[config.mk]
export PLATFORM = sky130hd
export DESIGN_NAME = lzd_scaler_arbiter_flat
export DESIGN_NICKNAME = d
export VERILOG_FILES = /design/src/rtl/lzd_arb_pkg.sv /design/src/rtl/lzd_scaler_arbiter_if.sv /design/src/rtl/lzd_scaler.sv /design/src/rtl/lzd_scaler_arbiter.sv /design/src/flat_wrapper.sv
export SDC_FILE = /design/constraint.sdc
export NUM_CORES = 1
export LEC_CHECK = 0
export CORE_MARGIN = 2
export CORE_UTILIZATION = 44
export DETAILED_ROUTE_END_ITERATION = 7
export PLACE_DENSITY = 0.84
export SLEW_MARGIN = 20
export SYNTH_ARGS = -nofsm -noshare
export SYNTH_HDL_FRONTEND = slang
export SYNTH_HIERARCHICAL = 1
export SYNTH_SLANG_ARGS = --single-unit
[constraint.sdc]
create_clock -name i_clk -period 3.26 [get_ports i_clk]
set_input_delay 0.326 -clock i_clk [delete_from_list [all_inputs] [get_ports i_clk]]
set_output_delay 0.326 -clock i_clk [all_outputs]
set_load 0.05 [all_outputs]
[src/rtl/lzd_arb_pkg.sv]
// Shared types, constants and the round-robin picker for the lzd_scaler arbiter.
package lzd_arb_pkg;

   localparam int unsigned LZD_LATENCY = 2;
   // Upper bounds for the fixed-width package types; nreq must not exceed NREQ_MAX.
   localparam int unsigned NREQ_MAX = 16;
   localparam int unsigned NREQ_W = 4;
   localparam int unsigned IDBITS_MAX = 4;

   typedef struct packed {
      logic                  vld;
      logic [IDBITS_MAX-1:0] id;
   } lzd_arb_tag_t;

   // One-hot grant of the first valid requester at or above ptr, wrapping at n.
   function automatic logic [NREQ_MAX-1:0] rr_pick(input logic [NREQ_MAX-1:0] valid,
                                                   input int unsigned ptr,
                                                   input int unsigned n);
      logic [NREQ_MAX-1:0] g;
      logic found;
      int unsigned idx;
      g = '0;
      found = 1'b0;
      idx = 0;
      for (int unsigned off = 0; off < NREQ_MAX; off++) begin
         if (off < n && !found) begin
            idx = ptr + off;
            if (idx >= n) idx = idx - n;
            if (valid[idx[NREQ_W-1:0]]) begin
               g[idx[NREQ_W-1:0]] = 1'b1;
               found = 1'b1;
            end
         end
      end
      return g;
   endfunction

endpackage

[src/rtl/lzd_scaler_arbiter_if.sv]
// Request/response bundle between the requesters and the lzd_scaler arbiter.
interface lzd_scaler_arbiter_if #(
   parameter int unsigned nreq      = 4,
   parameter int unsigned idbits    = $clog2(nreq),
   parameter int unsigned ibits     = 22,
   parameter int unsigned shiftbits = $clog2(ibits)
);
   logic [nreq-1:0]            i_req_valid;
   logic [nreq-1:0][ibits-1:0] i_req_m;
   logic [nreq-1:0]            i_req_noscale;
   logic [nreq-1:0]            o_req_ready;
   logic                       o_resp_valid;
   logic [idbits-1:0]          o_resp_id;
   logic [ibits-1:0]           o_resp_scaled;
   logic [shiftbits-1:0]       o_resp_factor;
   logic                       o_busy;

   modport master (
      output i_req_valid, i_req_m, i_req_noscale,
      input  o_req_ready, o_resp_valid, o_resp_id, o_resp_scaled, o_resp_factor, o_busy
   );

   modport slave (
      input  i_req_valid, i_req_m, i_req_noscale,
      output o_req_ready, o_resp_valid, o_resp_id, o_resp_scaled, o_resp_factor, o_busy
   );
endinterface

[src/rtl/lzd_scaler.sv]
// Two-stage normalizer: stage A counts leading zeros, stage B shifts the operand left.
module lzd_scaler #(
   parameter int unsigned ibits       = 22,
   parameter int unsigned shiftbits   = $clog2(ibits),
   parameter bit          async_reset = 1'b1
) (
   input  logic                 i_clk,
   input  logic                 i_nrst,
   input  logic [ibits-1:0]     i_m,
   input  logic                 i_noscale,
   output logic [ibits-1:0]     o_scaled,
   output logic [shiftbits-1:0] o_factor
);
   logic [shiftbits-1:0] lz;
   logic [ibits-1:0]     a_m_d, a_m_q, b_scaled_d, b_scaled_q;
   logic [shiftbits-1:0] a_sh_d, a_sh_q, b_factor_d, b_factor_q;

   // Highest set bit wins; a zero operand yields 0.
   always_comb begin
      lz = '0;
      for (int i = 0; i < int'(ibits); i++) begin
         if (i_m[i]) lz = shiftbits'(int'(ibits) - 1 - i);
      end
   end

   always_comb begin
      a_m_d      = i_m;
      a_sh_d     = i_noscale ? '0 : lz;
      b_scaled_d = a_m_q << a_sh_q;
      b_factor_d = a_sh_q;
   end

   if (async_reset) begin : g_async
      always_ff @(posedge i_clk or negedge i_nrst) begin
         if (!i_nrst) begin
            a_m_q      <= '0;
            a_sh_q     <= '0;
            b_scaled_q <= '0;
            b_factor_q <= '0;
         end else begin
            a_m_q      <= a_m_d;
            a_sh_q     <= a_sh_d;
            b_scaled_q <= b_scaled_d;
            b_factor_q <= b_factor_d;
         end
      end
   end else begin : g_sync
      always_ff @(posedge i_clk) begin
         if (!i_nrst) begin
            a_m_q      <= '0;
            a_sh_q     <= '0;
            b_scaled_q <= '0;
            b_factor_q <= '0;
         end else begin
            a_m_q      <= a_m_d;
            a_sh_q     <= a_sh_d;
            b_scaled_q <= b_scaled_d;
            b_factor_q <= b_factor_d;
         end
      end
   end

   assign o_scaled = b_scaled_q;
   assign o_factor = b_factor_q;

endmodule

[src/rtl/lzd_scaler_arbiter.sv]
// Round-robin arbiter sharing one lzd_scaler among nreq requesters, with an id tag pipe
// aligned to the scaler latency.
module lzd_scaler_arbiter
   import lzd_arb_pkg::*;
#(
   parameter int unsigned nreq      = 4,
   parameter int unsigned idbits    = $clog2(nreq),
   parameter int unsigned ibits     = 22,
   parameter int unsigned shiftbits = $clog2(ibits)
) (
   input  logic                 i_clk,
   input  logic                 i_nrst,
   lzd_scaler_arbiter_if.slave  bus
);
   logic [NREQ_MAX-1:0] pick;
   logic [nreq-1:0]     grant;
   logic [idbits-1:0]   grant_id;
   logic                accept;
   logic [idbits-1:0]   rr_ptr_d, rr_ptr_q;
   lzd_arb_tag_t [LZD_LATENCY-1:0] tag_d, tag_q;
   logic [ibits-1:0]    scl_m;
   logic                scl_noscale;
   logic                busy;

   always_comb begin
      pick     = rr_pick(NREQ_MAX'(bus.i_req_valid), 32'(rr_ptr_q), nreq);
      grant    = pick[nreq-1:0];
      accept   = |grant;
      grant_id = '0;
      for (int i = 0; i < int'(nreq); i++) begin
         if (grant[i]) grant_id = idbits'(i);
      end
   end

   assign bus.o_req_ready = i_nrst ? grant : '0;

   always_comb begin
      rr_ptr_d = rr_ptr_q;
      if (accept) begin
         rr_ptr_d = (grant_id == idbits'(nreq - 1)) ? '0 : grant_id + idbits'(1);
      end
      tag_d[0] = '{vld: accept, id: IDBITS_MAX'(grant_id)};
      for (int unsigned i = 1; i < LZD_LATENCY; i++) begin
         tag_d[i] = tag_q[i-1];
      end
   end

   always_ff @(posedge i_clk or negedge i_nrst) begin
      if (!i_nrst) begin
         rr_ptr_q <= '0;
         tag_q    <= '0;
      end else begin
         rr_ptr_q <= rr_ptr_d;
         tag_q    <= tag_d;
      end
   end

   // Idle inputs are parked at zero/bypass so the scaler pipeline stays quiet.
   always_comb begin
      scl_m       = accept ? bus.i_req_m[grant_id] : '0;
      scl_noscale = accept ? bus.i_req_noscale[grant_id] : 1'b1;
   end

   lzd_scaler #(
      .ibits       (ibits),
      .shiftbits   (shiftbits),
      .async_reset (1'b1)
   ) u_scaler (
      .i_clk     (i_clk),
      .i_nrst    (i_nrst),
      .i_m       (scl_m),
      .i_noscale (scl_noscale),
      .o_scaled  (bus.o_resp_scaled),
      .o_factor  (bus.o_resp_factor)
   );

   always_comb begin
      busy = 1'b0;
      for (int unsigned i = 0; i < LZD_LATENCY; i++) begin
         busy = busy | tag_q[i].vld;
      end
   end

   assign bus.o_busy       = busy;
   assign bus.o_resp_valid = tag_q[LZD_LATENCY-1].vld;
   assign bus.o_resp_id    = tag_q[LZD_LATENCY-1].id[idbits-1:0];

endmodule
[src/flat_wrapper.sv]
// flat-port wrapper written by rule: the top's interface ports become plain ports
module lzd_scaler_arbiter_flat import lzd_arb_pkg::*;
#(
   parameter int unsigned nreq      = 4,
   parameter int unsigned idbits    = $clog2(nreq),
   parameter int unsigned ibits     = 22,
   parameter int unsigned shiftbits = $clog2(ibits)
)
  (i_clk, i_nrst, bus_i_req_valid, bus_i_req_m, bus_i_req_noscale, bus_o_req_ready, bus_o_resp_valid, bus_o_resp_id, bus_o_resp_scaled, bus_o_resp_factor, bus_o_busy);
  lzd_scaler_arbiter_if #(.nreq(nreq), .idbits(idbits), .ibits(ibits), .shiftbits(shiftbits)) bus_i ();
  input  logic i_clk;
  input  logic i_nrst;
  input wire logic [$bits(bus_i.i_req_valid)-1:0] bus_i_req_valid;
  input wire logic [$bits(bus_i.i_req_m)-1:0] bus_i_req_m;
  input wire logic [$bits(bus_i.i_req_noscale)-1:0] bus_i_req_noscale;
  output wire logic [$bits(bus_i.o_req_ready)-1:0] bus_o_req_ready;
  output wire logic [$bits(bus_i.o_resp_valid)-1:0] bus_o_resp_valid;
  output wire logic [$bits(bus_i.o_resp_id)-1:0] bus_o_resp_id;
  output wire logic [$bits(bus_i.o_resp_scaled)-1:0] bus_o_resp_scaled;
  output wire logic [$bits(bus_i.o_resp_factor)-1:0] bus_o_resp_factor;
  output wire logic [$bits(bus_i.o_busy)-1:0] bus_o_busy;
  assign bus_i.i_req_valid = bus_i_req_valid;
  assign bus_i.i_req_m = bus_i_req_m;
  assign bus_i.i_req_noscale = bus_i_req_noscale;
  assign bus_o_req_ready = bus_i.o_req_ready;
  assign bus_o_resp_valid = bus_i.o_resp_valid;
  assign bus_o_resp_id = bus_i.o_resp_id;
  assign bus_o_resp_scaled = bus_i.o_resp_scaled;
  assign bus_o_resp_factor = bus_i.o_resp_factor;
  assign bus_o_busy = bus_i.o_busy;
  lzd_scaler_arbiter #(.nreq(nreq), .idbits(idbits), .ibits(ibits), .shiftbits(shiftbits)) u_core (.i_clk(i_clk), .i_nrst(i_nrst), .bus(bus_i));
endmodule
==> results list <==
* Count of nets after finishing: 781
- The routed design could run at a clock period as short as 3.35 ns.
- In this design, the stage delay of the slowest critical-path cell is 0.40 ns.
* Maximum number of pins on one net before global-route repair: 63
- The path class of the tightest hold or removal check is in -> async.
* Failing checks: setup timing
- Std-Cell Rows: 37
- Broken down by cell family, the worst path's largest delay share belongs to compound AO/OA/AOI/OAI gates.
- Pre-CTS WS: -0.398 ns
* Clock root buffer: sky130_fd_sc_hd__clkbuf_8
- DR iter-0 viols: 174
* Worst Max-Slew Pin Slew: 0.876 ns
* Adder-cell share of the synthesized area: 0.0161
- By area, the combinational part of the netlist is dominated by multiplexers.
- The largest individual stage delay along the critical path comes from the cell sky130_fd_sc_hd__nor4_2.
* Core utilization of the finished layout: 0.702
- Dividing the final minimum period by the clock period gives 1.03.
- Detailed placement finished with a half-perimeter wire length of 10.1 mm.
- In this run the vertical extent of the chip is 107 µm.
- Status: finished, violations left
- Timing would allow up to 299 MHz.
* Kind of end point of the critical path: flop
- The critical path contains buffers and inverters numbering 3 combined.
- Post-layout worst setup margin: -0.0889 ns
- Share of the synthesized netlist area taken by xor and xnor gates: 0
- Final Hold Fails: 0
* Setup repair after global routing missed its margin: yes
- Required time of the critical path: 3.50 ns
* Avg Cell Area, Syn: 9.96 µm²
* Maximum buffer depth of the clock tree: 2
- Data on the critical path arrives at its endpoint at 3.59 ns.
- Leading register cell type out of synthesis: sky130_fd_sc_hd__dfrtp_1
* I/O Pins: 133
- Post-synthesis compound-gate area fraction: 0.208
- The die covers 11500 µm².
- Synth warnings: 6
- Weighted congestion reported at the end of routability-driven placement: 0.850
- Fill count: 732
* Worst setup skew after layout: 0.0136 ns
* Routed wire length: 13.5 mm
- For this design, the sink count on the clock tree is 62.
- Number of maximum-capacitance violations: 0
- Using the TritonRoute via totals, the vias-per-cell ratio works out to 5.48.
- Worst Path Max Fanout: 7
- 0 antenna diodes ended up in the layout.
* CTS Buf Count: 9
* Category of the most critical setup path: reg -> reg
- Non-filler cells in the finished layout: 818
- Walking the worst path, the cells encountered are inv_2 -> ha_4 -> mux2_4 -> a32o_2 -> a32o_2 -> a21o_4 -> buf_12 -> buf_12 -> mux2i_2 -> a211oi_4 -> nor4_2 -> nand2_1 -> a311oi_1.
- The mapped netlist covers 4670 µm².
- Synth Instances: 469
- The initial antenna violation count was 0.
* Share of flip-flops with an asynchronous set or reset after synthesis: 1.00
* FF+latch count, synth: 62
- When the netlist entered floorplanning its net count stood at 573.
- Via count of the first global-routing pass: 4659
- The clock tree synthesis step divided the H-tree into 3 levels.
* 1st-pass router iterations: 5
* Max-slew headroom: 0.416
- Final number of max-transition violations: 0
- Setup Viol. Count Final: 5
- Global-route usage over all layers: 0.244
* Wire length of the first global-routing pass: 22.1 mm
* Simple-gate share of the synthesized area: 0.117
- The area growth from synthesis to layout is 55.2%.
* Post-Place Cells: 782
- Count of buffers from port buffering: 132
- For this run, design rule violations remaining after detail routing come to 0.
- The count of nets left with antenna violations once routing finished came out at 0.
- The portion of synthesized area spent on multiplexers is 0.248.
* Die boundary width: 107 µm
* Initial standard-cell utilization of the core: 0.452
- After routing, the total negative slack on setup checks comes to -0.279 ns.
* GR Overflow Total: 0
* Fraction of final layout cells with drive strength greater than 1: 0.323
* WL per Instance: 16.5 µm
- The worst setup path is launched from a flop.
- Counting flops with a built-in enable in the synthesized netlist gives 0.
* Cell variety after synth: 52
* Clk Latency, worst-skew pair: 0.34 ns
* Sequential area share after synthesis: 0.332
- Summing over every cut layer, the via total after detailed routing is 4486.
- The core region is 10300 µm².
- CTS clock-pin slew for the worst setup and hold paths: 0.08 ns
* CTS tree: built
==> per-layer routing <==
metal	GRT usage	wire [µm]	share of wire	vias up
met1	0.311	5690	0.42	2100
met3	0.0426	904	0.067	38
met2	0.413	6570	0.49	219
met5	0	0	0	-
met4	0.0909	361	0.027	0
li1	-	-	-	2129
==> flip-flops by register name (all words and copies together) (netlist names) <==
| name | cells |
|---|---|
| u_core/u_scaler/a_m_q | 22 |
| u_core/u_scaler/o_factor | 5 |
| u_core/u_scaler/a_sh_q | 5 |
| u_core/bus.o_resp_id | 2 |
| u_core/tag_d | 3 |
| u_core/u_scaler/o_scaled | 22 |
| u_core/rr_ptr_q | 2 |
| u_core/bus.o_resp_valid | 1 |
==> through the flow <==
| stage | area (µm²) | hold WS (ns) |
|---|---|---|
| 2_1_floorplan | 4690 | 0.0304 |
| 3_3_place_gp | 6610 | 0.334 |
| 3_5_place_dp | 6610 | 0.337 |
| 4_1_cts | 7170 | 0.233 |
| 5_1_grt | 7250 | 0.287 |
| 6_report | 7250 | 0.215 |
==> repair_timing <==
action	in CTS	in global routing
resized for setup	43	16
buffers inserted	14	2
pin swaps	22	14
gates cloned	4	0
endpoints found under the setup margin	4	5
hold buffers	0	0
==> synthesized netlist by cell type (3+ instances only) <==
cell / instances / area share
sky130_fd_sc_hd__mux2i_1: 63 / 0.14
sky130_fd_sc_hd__nor4_1: 3 / 0.0040
sky130_fd_sc_hd__o21ai_0: 13 / 0.014
sky130_fd_sc_hd__and2b_1: 3 / 0.0048
sky130_fd_sc_hd__a32o_1: 3 / 0.0064
sky130_fd_sc_hd__nor2_1: 57 / 0.046
sky130_fd_sc_hd__o221ai_1: 3 / 0.0056
sky130_fd_sc_hd__a21oi_1: 20 / 0.021
sky130_fd_sc_hd__mux4_1: 3 / 0.017
sky130_fd_sc_hd__a22oi_1: 23 / 0.037
sky130_fd_sc_hd__mux2_2: 13 / 0.031
sky130_fd_sc_hd__dfrtp_1: 62 / 0.33
sky130_fd_sc_hd__ha_1: 6 / 0.016
sky130_fd_sc_hd__nor2b_1: 6 / 0.0080
sky130_fd_sc_hd__and2_1: 3 / 0.0040
sky130_fd_sc_hd__buf_4: 4 / 0.0064
sky130_fd_sc_hd__clkbuf_1: 10 / 0.0080
sky130_fd_sc_hd__a21o_1: 4 / 0.0064
sky130_fd_sc_hd__nand2_1: 26 / 0.021
sky130_fd_sc_hd__a211oi_2: 20 / 0.054
sky130_fd_sc_hd__a31oi_1: 4 / 0.0054
sky130_fd_sc_hd__buf_6: 11 / 0.027
sky130_fd_sc_hd__nor3_1: 6 / 0.0064
sky130_fd_sc_hd__mux4_2: 12 / 0.058
sky130_fd_sc_hd__a211oi_1: 10 / 0.016
sky130_fd_sc_hd__inv_1: 34 / 0.027
sky130_fd_sc_hd__buf_2: 5 / 0.0054
sky130_fd_sc_hd__o22ai_1: 4 / 0.0054
sky130_fd_sc_hd__nand2b_1: 6 / 0.0080
==> path summary, 6_finish.rpt <==
path | startpoint | to | slack (ns) | cells after the start
worst max-delay path | u_core/rr_ptr_q[0] | u_core/u_scaler/a_sh_q[4] | -0.09 | 13
worst min-delay path | i_nrst | u_core/rr_ptr_q[1] | 0.21 | 2
worst max register to register | u_core/rr_ptr_q[0] | u_core/u_scaler/a_sh_q[4] | -0.09 | 13
min in group i_clk | u_core/tag_d[5] | u_core/bus.o_resp_id[0] | 0.35 | 0
max in group asynchronous | i_nrst | u_core/rr_ptr_q[0] | 2.55 | 2
worst min register to register | u_core/tag_d[5] | u_core/bus.o_resp_id[0] | 0.35 | 0
==> cell type report <==
class / count / area [µm²] / area share
well taps: 136 / 170 / 0.0235
multi-input cells: 341 / 2990 / 0.413
flip-flops and latches: 62 / 1550 / 0.214
clock buffers: 9 / 124 / 0.0171
repair buffers: 227 / 2220 / 0.307
inverters: 36 / 135 / 0.0186
clock inverters: 7 / 50.0 / 0.00691
==> cells by family after synthesis <==
| family | Yosys count |
|---|---|
| simple gates | 120 |
| buf+inv | 67 |
| mux | 93 |
| compound gates | 121 |
| fa+ha+maj | 6 |
| flops | 62 |
==> layout by cell type (no fill, tap or decap), types with 7 or more instances in the layout <==
cell type,count
sky130_fd_sc_hd__a22oi_1,22
sky130_fd_sc_hd__buf_4,82
sky130_fd_sc_hd__mux2i_2,9
sky130_fd_sc_hd__inv_1,32
sky130_fd_sc_hd__mux2i_1,50
sky130_fd_sc_hd__clkdlybuf4s50_1,127
sky130_fd_sc_hd__dfrtp_1,61
sky130_fd_sc_hd__mux4_2,12
sky130_fd_sc_hd__clkbuf_8,9
sky130_fd_sc_hd__mux2_2,12
sky130_fd_sc_hd__o21ai_0,7
sky130_fd_sc_hd__nand2_1,26
sky130_fd_sc_hd__a211oi_2,22
sky130_fd_sc_hd__buf_12,10
sky130_fd_sc_hd__a21oi_1,18
sky130_fd_sc_hd__nor2_1,53
Power is left out: the tool's default activity adds up to more than one toggle a clock period on the data nets, which glitch-free logic cannot reach.
